File: src/rtl/lsu_mem.sv
// lsu_mem: single-op load/store unit between execute and writeback.
// Accepts one op at a time and checks its natural alignment.
// Aligned memory ops issue one 64-bit bus request; misaligned and
// non-memory ops skip the bus. Results are held until writeback takes them.
module lsu_mem #(
  parameter int XLEN = 64
) (
  input  logic            clk,
  input  logic            rst_n,
  input  logic            in_valid,
  output logic            in_ready,
  input  logic            is_load,
  input  logic            is_store,
  input  logic [1:0]      mem_size,
  input  logic            mem_unsigned,
  input  logic [XLEN-1:0] addr,
  input  logic [XLEN-1:0] wdata,
  input  logic [XLEN-1:0] exc_data_in,
  output logic            out_valid,
  input  logic            out_ready,
  output logic [XLEN-1:0] exc_data_out,
  output logic [XLEN-1:0] mem_data_out,
  output logic            isloadEnable,
  output logic            misalign_err,
  output logic            bus_req_valid,
  input  logic            bus_req_ready,
  output logic [63:0]     bus_req_addr,
  output logic            bus_req_write,
  output logic [63:0]     bus_req_wdata,
  output logic [7:0]      bus_req_wstrb,
  input  logic            bus_rsp_valid,
  input  logic [63:0]     bus_rsp_rdata
);

  typedef enum logic [1:0] {IDLE, REQ, WAIT, DONE} state_t;

  state_t            state_q, state_d;
  logic              is_load_q, is_load_d;
  logic              is_store_q, is_store_d;
  logic [1:0]        size_q, size_d;
  logic              uns_q, uns_d;
  logic [XLEN-1:0]   addr_q, addr_d;
  logic [XLEN-1:0]   wdata_q, wdata_d;
  logic [XLEN-1:0]   exc_q, exc_d;
  logic [XLEN-1:0]   mem_data_q, mem_data_d;
  logic              isload_q, isload_d;
  logic              misalign_q, misalign_d;

  logic [63:0]       addr64;
  logic [63:0]       wdata64;

  // Low address bits that must be zero for a naturally aligned access.
  function automatic logic [2:0] align_mask(input logic [1:0] size);
    case (size)
      2'd0:    align_mask = 3'b000;
      2'd1:    align_mask = 3'b001;
      2'd2:    align_mask = 3'b011;
      default: align_mask = 3'b111;
    endcase
  endfunction

  // Byte-enable pattern for the access size, shifted to the byte lane.
  function automatic logic [7:0] size_strb(input logic [1:0] size, input logic [2:0] off);
    logic [7:0] base;
    case (size)
      2'd0:    base = 8'h01;
      2'd1:    base = 8'h03;
      2'd2:    base = 8'h0F;
      default: base = 8'hFF;
    endcase
    size_strb = base << off;
  endfunction

  // Sign- or zero-extend the low bytes of a right-aligned load value.
  function automatic logic [63:0] load_extend(input logic [63:0] raw,
                                               input logic [1:0]  size,
                                               input logic        uns);
    logic signed [7:0]  b;
    logic signed [15:0] h;
    logic signed [31:0] w;
    b = raw[7:0];
    h = raw[15:0];
    w = raw[31:0];
    case (size)
      2'd0:    load_extend = uns ? {56'd0, raw[7:0]}  : 64'(b);
      2'd1:    load_extend = uns ? {48'd0, raw[15:0]} : 64'(h);
      2'd2:    load_extend = uns ? {32'd0, raw[31:0]} : 64'(w);
      default: load_extend = raw;
    endcase
  endfunction

  assign addr64  = 64'(addr_q);
  assign wdata64 = 64'(wdata_q);

  // Next-state and captured-field logic for the single-op FSM.
  always_comb begin
    state_d    = state_q;
    is_load_d  = is_load_q;
    is_store_d = is_store_q;
    size_d     = size_q;
    uns_d      = uns_q;
    addr_d     = addr_q;
    wdata_d    = wdata_q;
    exc_d      = exc_q;
    mem_data_d = mem_data_q;
    isload_d   = isload_q;
    misalign_d = misalign_q;
    case (state_q)
      IDLE: begin
        if (in_valid) begin
          is_load_d  = is_load;
          is_store_d = is_store;
          size_d     = mem_size;
          uns_d      = mem_unsigned;
          addr_d     = addr;
          wdata_d    = wdata;
          exc_d      = exc_data_in;
          mem_data_d = '0;
          isload_d   = 1'b0;
          misalign_d = (is_load | is_store) &&
                       ((addr[2:0] & align_mask(mem_size)) != 3'b000);
          if ((is_load | is_store) && !misalign_d) state_d = REQ;
          else                                      state_d = DONE;
        end
      end
      REQ: begin
        if (bus_req_ready) state_d = WAIT;
      end
      WAIT: begin
        if (bus_rsp_valid) begin
          if (is_load_q) begin
            mem_data_d = XLEN'(load_extend(bus_rsp_rdata >> {addr64[2:0], 3'b000},
                                           size_q, uns_q));
            isload_d   = 1'b1;
          end else begin
            mem_data_d = '0;
            isload_d   = 1'b0;
          end
          state_d = DONE;
        end
      end
      default: begin
        if (out_ready) state_d = IDLE;
      end
    endcase
  end

  // State and captured fields; reset clears everything so outputs read zero.
  always_ff @(posedge clk or negedge rst_n) begin
    if (!rst_n) begin
      state_q    <= IDLE;
      is_load_q  <= 1'b0;
      is_store_q <= 1'b0;
      size_q     <= 2'd0;
      uns_q      <= 1'b0;
      addr_q     <= '0;
      wdata_q    <= '0;
      exc_q      <= '0;
      mem_data_q <= '0;
      isload_q   <= 1'b0;
      misalign_q <= 1'b0;
    end else begin
      state_q    <= state_d;
      is_load_q  <= is_load_d;
      is_store_q <= is_store_d;
      size_q     <= size_d;
      uns_q      <= uns_d;
      addr_q     <= addr_d;
      wdata_q    <= wdata_d;
      exc_q      <= exc_d;
      mem_data_q <= mem_data_d;
      isload_q   <= isload_d;
      misalign_q <= misalign_d;
    end
  end

  assign in_ready      = (state_q == IDLE);
  assign out_valid     = (state_q == DONE);
  assign exc_data_out  = exc_q;
  assign mem_data_out  = mem_data_q;
  assign isloadEnable  = isload_q;
  assign misalign_err  = misalign_q;

  assign bus_req_valid = (state_q == REQ);
  assign bus_req_addr  = {addr64[63:3], 3'b000};
  assign bus_req_write = is_store_q;
  assign bus_req_wdata = wdata64 << {addr64[2:0], 3'b000};
  assign bus_req_wstrb = is_store_q ? size_strb(size_q, addr64[2:0]) : 8'h00;

endmodule

File: config.mk
export PLATFORM = sky130hd
export DESIGN_NAME = lsu_mem
export DESIGN_NICKNAME = d
export VERILOG_FILES = /design/src/rtl/lsu_mem.sv
export SDC_FILE = /design/constraint.sdc
export NUM_CORES = 1
export LEC_CHECK = 0
export BUFFER_PORTS_ARGS = -buffer_cell sky130_fd_sc_hd__buf_2
export CAP_MARGIN = 25
export CORE_AREA = 2 2 212 214
export CTS_CLUSTER_SIZE = 14
export DETAILED_ROUTE_END_ITERATION = 8
export DIE_AREA = 0 0 214 216
export GPL_ROUTABILITY_DRIVEN = 0
export SYNTH_ARGS = -nofsm -noshare
export SYNTH_HDL_FRONTEND = slang
export SYNTH_SLANG_ARGS = --single-unit
export TNS_END_PERCENT = 30
File: constraint.sdc
create_clock -name clk -period 7.3 [get_ports clk]
set_clock_uncertainty 0.05 [all_clocks]
set_input_delay 0.365 -clock clk [delete_from_list [all_inputs] [get_ports clk]]
set_output_delay 0.365 -clock clk [all_outputs]
set_load 0.03 [all_outputs]
== Word-level counts from Yosys, hierarchy flattened ==
Index checks and enable logic that the tools add are counted.

* Eq/ne operators: 10
* Shift operators: 3
* Multiplexer cells: 23
* Bitwise operators: 2
* Reductions and logical operators: 12

{| class="wikitable"
|+ Operators with widths
! kind !! number
|-
| $mux W64 || 6
|-
| $pmux W64 S3 || 1
|-
| $pmux W64 S2 || 1
|-
| $shl A64 B6 Y64 || 1
|-
| $shr A64 B6 Y64 || 1
|-
| $pmux W8 S3 || 1
|-
| $mux W2 || 5
|-
| $pmux W3 S3 || 1
|-
| $eq A2 B2 Y1 const B || 4
|-
| $mux W8 || 1
|-
| $shl A8 B3 Y8 || 1
|-
| $eq A2 B1 Y1 const B || 3
|-
| $logic_not A2 Y1 || 3
|-
| $mux W3 || 2
|-
| $pmux W2 S3 || 1
|-
| $ne A2 B2 Y1 const B || 2
|-
| $reduce_and A4 Y1 || 1
|-
| $reduce_bool A4 Y1 || 1
|-
| $and A3 B3 Y3 || 1
|-
| $mux W1 || 3
|-
| $reduce_and A3 Y1 || 1
|-
| $reduce_bool A3 Y1 || 1
|-
| $logic_and A1 B1 Y1 || 2
|-
| $ne A2 B1 Y1 const B || 1
|-
| 5 further kinds || 5
|}

* Register bits after elaboration: 265
* Input bits: 267
* Word-level logic and storage cells: 61

== Depth between registers and ports, before layout ==
* Word-level depth: 12
* Gate-level depth with buffers: 9

== Least setup slack after synthesis ==
No wires, ideal clock.

* Path kind: register to output
* Start: register addr_q[1], in the netlist addr64[1]
* End: output port bus_req_wstrb[7]
* Arrival time: 2.436 ns
* Slack: 4.449 ns
* Cell stages (with the launch flop): 8
* Cells stage by stage: dfrtp_1 buf_4 buf_8 buf_2 buf_1 clkbuf_1 nand2_1 a221oi_1

* Word-level cells in the longest chain between the ends: 2

{| class="wikitable"
|+ Ends and longest elaborated chain
! element !! line !! text
|-
| from (decl) || 42 || <nowiki>logic [XLEN-1:0] addr_q, addr_d;</nowiki>
|-
| from (signal assigned) || 168 || <nowiki>addr_q <= addr_d;</nowiki>
|-
| $shl A8 B3 Y8 || 71 || <nowiki>size_strb = base << off;</nowiki>
|-
| $mux W8 || 188 || <nowiki>assign bus_req_wstrb = is_store_q ? size_strb(size_q, addr64[2:0]) : 8'h00;</nowiki>
|-
| to (decl) || 30 || <nowiki>output logic [7:0] bus_req_wstrb,</nowiki>
|}

No other way between the ends.

== Worst setup path in the final report ==
* Start: register addr_q[1], in the netlist addr64[1]
* End: output port bus_req_wstrb[6]

Same word-level chain as after synthesis.

==> metrics.md <==
| Metric | Value |
|---|---|
| Yosys warning count | `0` |
| Worst-Skew Late Latency | `0.58 ns` |
| Crit path largest cell delay | `1.00 ns` |
| Die Y | `around 220 um` |
| Required time worst endpoint | `6.88 ns` |
| I/O pins | `between 500 and 600` |
| Syn avg cell area | `approximately 11 sq um` |
| Final #Nets | `2179` |
| Most Used Layer, Global Route | `met2` |
| Initial antenna violation count | `9` |
| Worst-path clk slew | `0.06 ns` |
| Routed WL | `~53000 um` |
| Fill cell count | `4073` |
| Area post-placement | `16690 sq um` |
| PD cells | `527.4 nW/um^2` |
| # rows | `between 70 and 80` |
| Iter 0 DRT Violations | `720` |
| # clock sinks | `roughly 270` |
| Aggregate global routing overflow | `0` |
| GR Util met1 | `0.2517` |
| Leakage | `approximately 9.5 nW` |
| Worst Setup Start Kind | `register` |
| CP Cell Sequence | `buf_4, nand2b_1, o21ai_0, a221oi_1, nor2_1, buf_2` |
| Crit. End Element | `output pin` |
| Crit path time final | `between 3 and 4 ns` |
| Met3 GRT Util | `0.05201` |
| Int Pwr | `roughly 0.0052 W` |
| DRC Markers | `0` |
| Hold Path Class | `in2reg` |
| Routed via count | `12722` |
| Inst Count DP | `between 2000 and 2500` |
| Setup-failing EPs final | `0` |
| First-pass GRT wire length | `between 80000 and 90000 um` |
| Finished Cell Area | `roughly 20000 sq um` |
| Net Sw Frac | `0.5002` |
| Register area share after synthesis | `0.4725` |
| FMAX | `between 200 and 300 MHz` |
| CP max FO | `a little under 70` |
| Clock buffer depth | `3` |
| Wirelength per Cell | `20.97 um` |
| H-tree Lvls | `1` |
| Starting density of the core | `0.3202` |
| Asr flop ratio synth | `1.000` |
| Combinational share of power | `0.574` |
| Max-cap violations | `0` |
| Mapped cell area | `between 10000 and 15000 sq um` |
| Primary FF master, synth | `dfrtp_1` |
| GRT Overall Usage | `0.2218` |
| Status | `finished clean` |
| Yosys reg bits | `approximately 270` |
| Met2 Resource Use GR | `0.4022` |
| DR vias/cell | `5.026` |
| Distinct cells, synth | `a little under 50` |
| Clock network power share | `0.154` |
| Mapped Cells | `roughly 1300` |
| CP max stage cell | `dfrtp_4` |
| RSZ-0062 raised after global routing | `false` |
| Pre-antenna DRT Iters | `5` |
| Setup CP Type | `reg2out` |
| Slew Limit Fails | `0` |
| Final hold viol count | `0` |
| Root Buffer | `clkbuf_16` |
| Area Overhead vs Synth | `40.69%` |
| Core box area | `roughly 44000 sq um` |
| Total power draw | `~0.010 W` |
| Post-synth EDFFs | `0` |
| Finished Layout Cells | `between 2000 and 3000` |
| Vias in the first global route | `13419` |
| Slew HR | `0.3182` |
| TritonCTS clock tree | `done` |
| Flop-to-flop setup slack | `approximately 3.9 ns` |
| Transition time of the tightest slew-check pin | `1.019 ns` |
| Share of layout cells above drive strength 1 | `0.4485` |
| Pin count of the biggest net entering global routing | `~140` |
| Final worst path period share | `0.5459` |
| Sw Pwr | `0.005209 W` |
| Total negative slack | `0 ns` |
| Part of the power in registers | `0.272` |
| Num CTS Buffers | `31` |
| Detailed Place HPWL | `around 38000 um` |
| Peak supply drop | `roughly 430 uV` |
| Die area | `between 40000 and 50000 sq um` |
| Die width | `approximately 210 um` |
| Final ANT Viol Nets | `0` |
| # port buffers | `between 500 and 600` |
| Worst EP arrival | `~3.6 ns` |
-- power by group through the flow --
stage / sequential (W) / combinational, W / clock (W)
2_1_floorplan: 0.00315 / 0.00393 / 0
3_3_place_gp: 0.00282 / 0.00585 / 0
3_5_place_dp: 0.00284 / 0.00590 / 0
4_1_cts: 0.00282 / 0.00600 / 0.00165
5_1_grt: 0.00292 / 0.00636 / 0.00170
6_report: 0.00284 / 0.00598 / 0.00160
-- state kept, by name, indices dropped and copies added, names as in the netlist, 2 cells and up --
signal and count:
exc_data_out 64, state_q 2, mem_data_out 64, wdata64 64
size_q 2, addr64 64
-- per-stage QoR --
stage | setup WS [ns] | hold WS (ns) | utilization
after floorplan | 4.449 | 0.01941 | -
after global placement | 3.867 | 0.4073 | 0.3808
after detailed placement | 3.836 | 0.4149 | 0.3808
after CTS | 3.185 | 0.0008396 | 0.4498
after global routing | 3.057 | 0.01062 | 0.4504
final | 3.315 | 0.03823 | 0.4504
-- worst max-delay path, delay by kind of cell, from the launching register on --
family / cells / cell delay, ns
DFF: 1 / 1.00
and+or+nand+nor: 2 / 0.57
buffers and inverters: 2 / 0.95
AOI/OAI and AO/OA: 2 / 0.44
-- timing repair --
| action | CTS | global route |
|---|---|---|
| endpoints found under the hold margin | 319 | 0 |
| buffers inserted | 0 | 0 |
| resized for setup | 0 | 0 |
| hold buffers | 197 | 0 |
-- per-layer routing --
metal | vias to the layer above | share of wire
met5 | - | 0
met4 | 0 | 0.041
met3 | 120 | 0.072
met2 | 567 | 0.51
met1 | 6271 | 0.38
li1 | 5764 | -
-- Yosys cell counts (7+ instances only) --
cell	count	area, sq um
o31ai_1	9	67.56
buf_1	12	45.04
mux2i_1	85	850.8
mux4_2	8	180.2
inv_1	15	56.30
nor2_1	93	349.1
dfrtp_1	265	6631
a211oi_1	10	75.07
a221o_2	9	101.4
nand3_1	11	55.05
nand2b_1	7	43.79
buf_4	65	488.0
a22o_1	9	78.83
a21oi_1	62	310.3
o31ai_2	7	87.58
nand2_1	120	450.4
and2_1	7	43.79
buf_2	9	45.04
o22ai_1	17	106.4
mux2_2	235	2646
clkbuf_1	70	262.8
and3_1	8	50.05
a221o_1	14	140.1
nor2b_1	10	62.56
o21ai_0	101	505.5
-- layout by cell type (no fill, tap or decap), types with 11 or more instances in the layout --
master	count
a221o_1	14
buf_2	532
o22ai_1	17
clkbuf_16	31
nand3_1	11
o21ai_0	101
inv_1	15
dfrtp_1	262
a21oi_1	62
nor2_1	93
nand2_1	119
dlygate4sd3_1	197
mux2_2	235
mux2i_1	85
-- path summary, 6_finish.rpt --
path,startpoint,end,cells after the start
min in group asynchronous,rst_n,mem_data_out[49]$_DFFE_PN0P_,2
min reg2reg,isloadEnable$_DFFE_PN0P_,isloadEnable$_DFFE_PN0P_,2
min,addr[0],addr64[0]$_DFFE_PN0P_,2
max reg2reg,addr64[0]$_DFFE_PN0P_,mem_data_out[61]$_DFFE_PN0P_,6
max,addr64[1]$_DFFE_PN0P_,bus_req_wstrb[6],6
max in group asynchronous,rst_n,exc_data_out[50]$_DFFE_PN0P_,3
-- layout make-up --
class                           count  area (sq um)  share of cell area
Clock inverter                     10         121.4            0.006147
Antenna cell                        8         20.02            0.001014
Inverter                           17         63.81            0.003232
Sequential cell                   265          6643              0.3364
Clock buffer                       46         932.1             0.04721
Multi-Input combinational cell    851          6460              0.3272
Timing Repair Buffer              742          4765              0.2413
Tap cell                          592         740.7             0.03751
-- cell families (layout without fill, tap and decap cells) --
| logic type | after synthesis | count (layout) | synth area share |
|---|---|---|---|
| AND/OR/NAND/NOR | 264 | 264 | 0.07943 |
| other | 1 | 11 | 0.0002672 |
| multiplexers | 328 | 328 | 0.2620 |
| AO/OA/AOI/OAI | 252 | 252 | 0.1139 |
| flip-flops | 265 | 265 | 0.4725 |
| buffers and inverters | 178 | 815 | 0.06829 |
| adder cells (fa/ha/maj) | 4 | 4 | 0.003566 |
No activity file was read; power rests on OpenSTA's default activity.
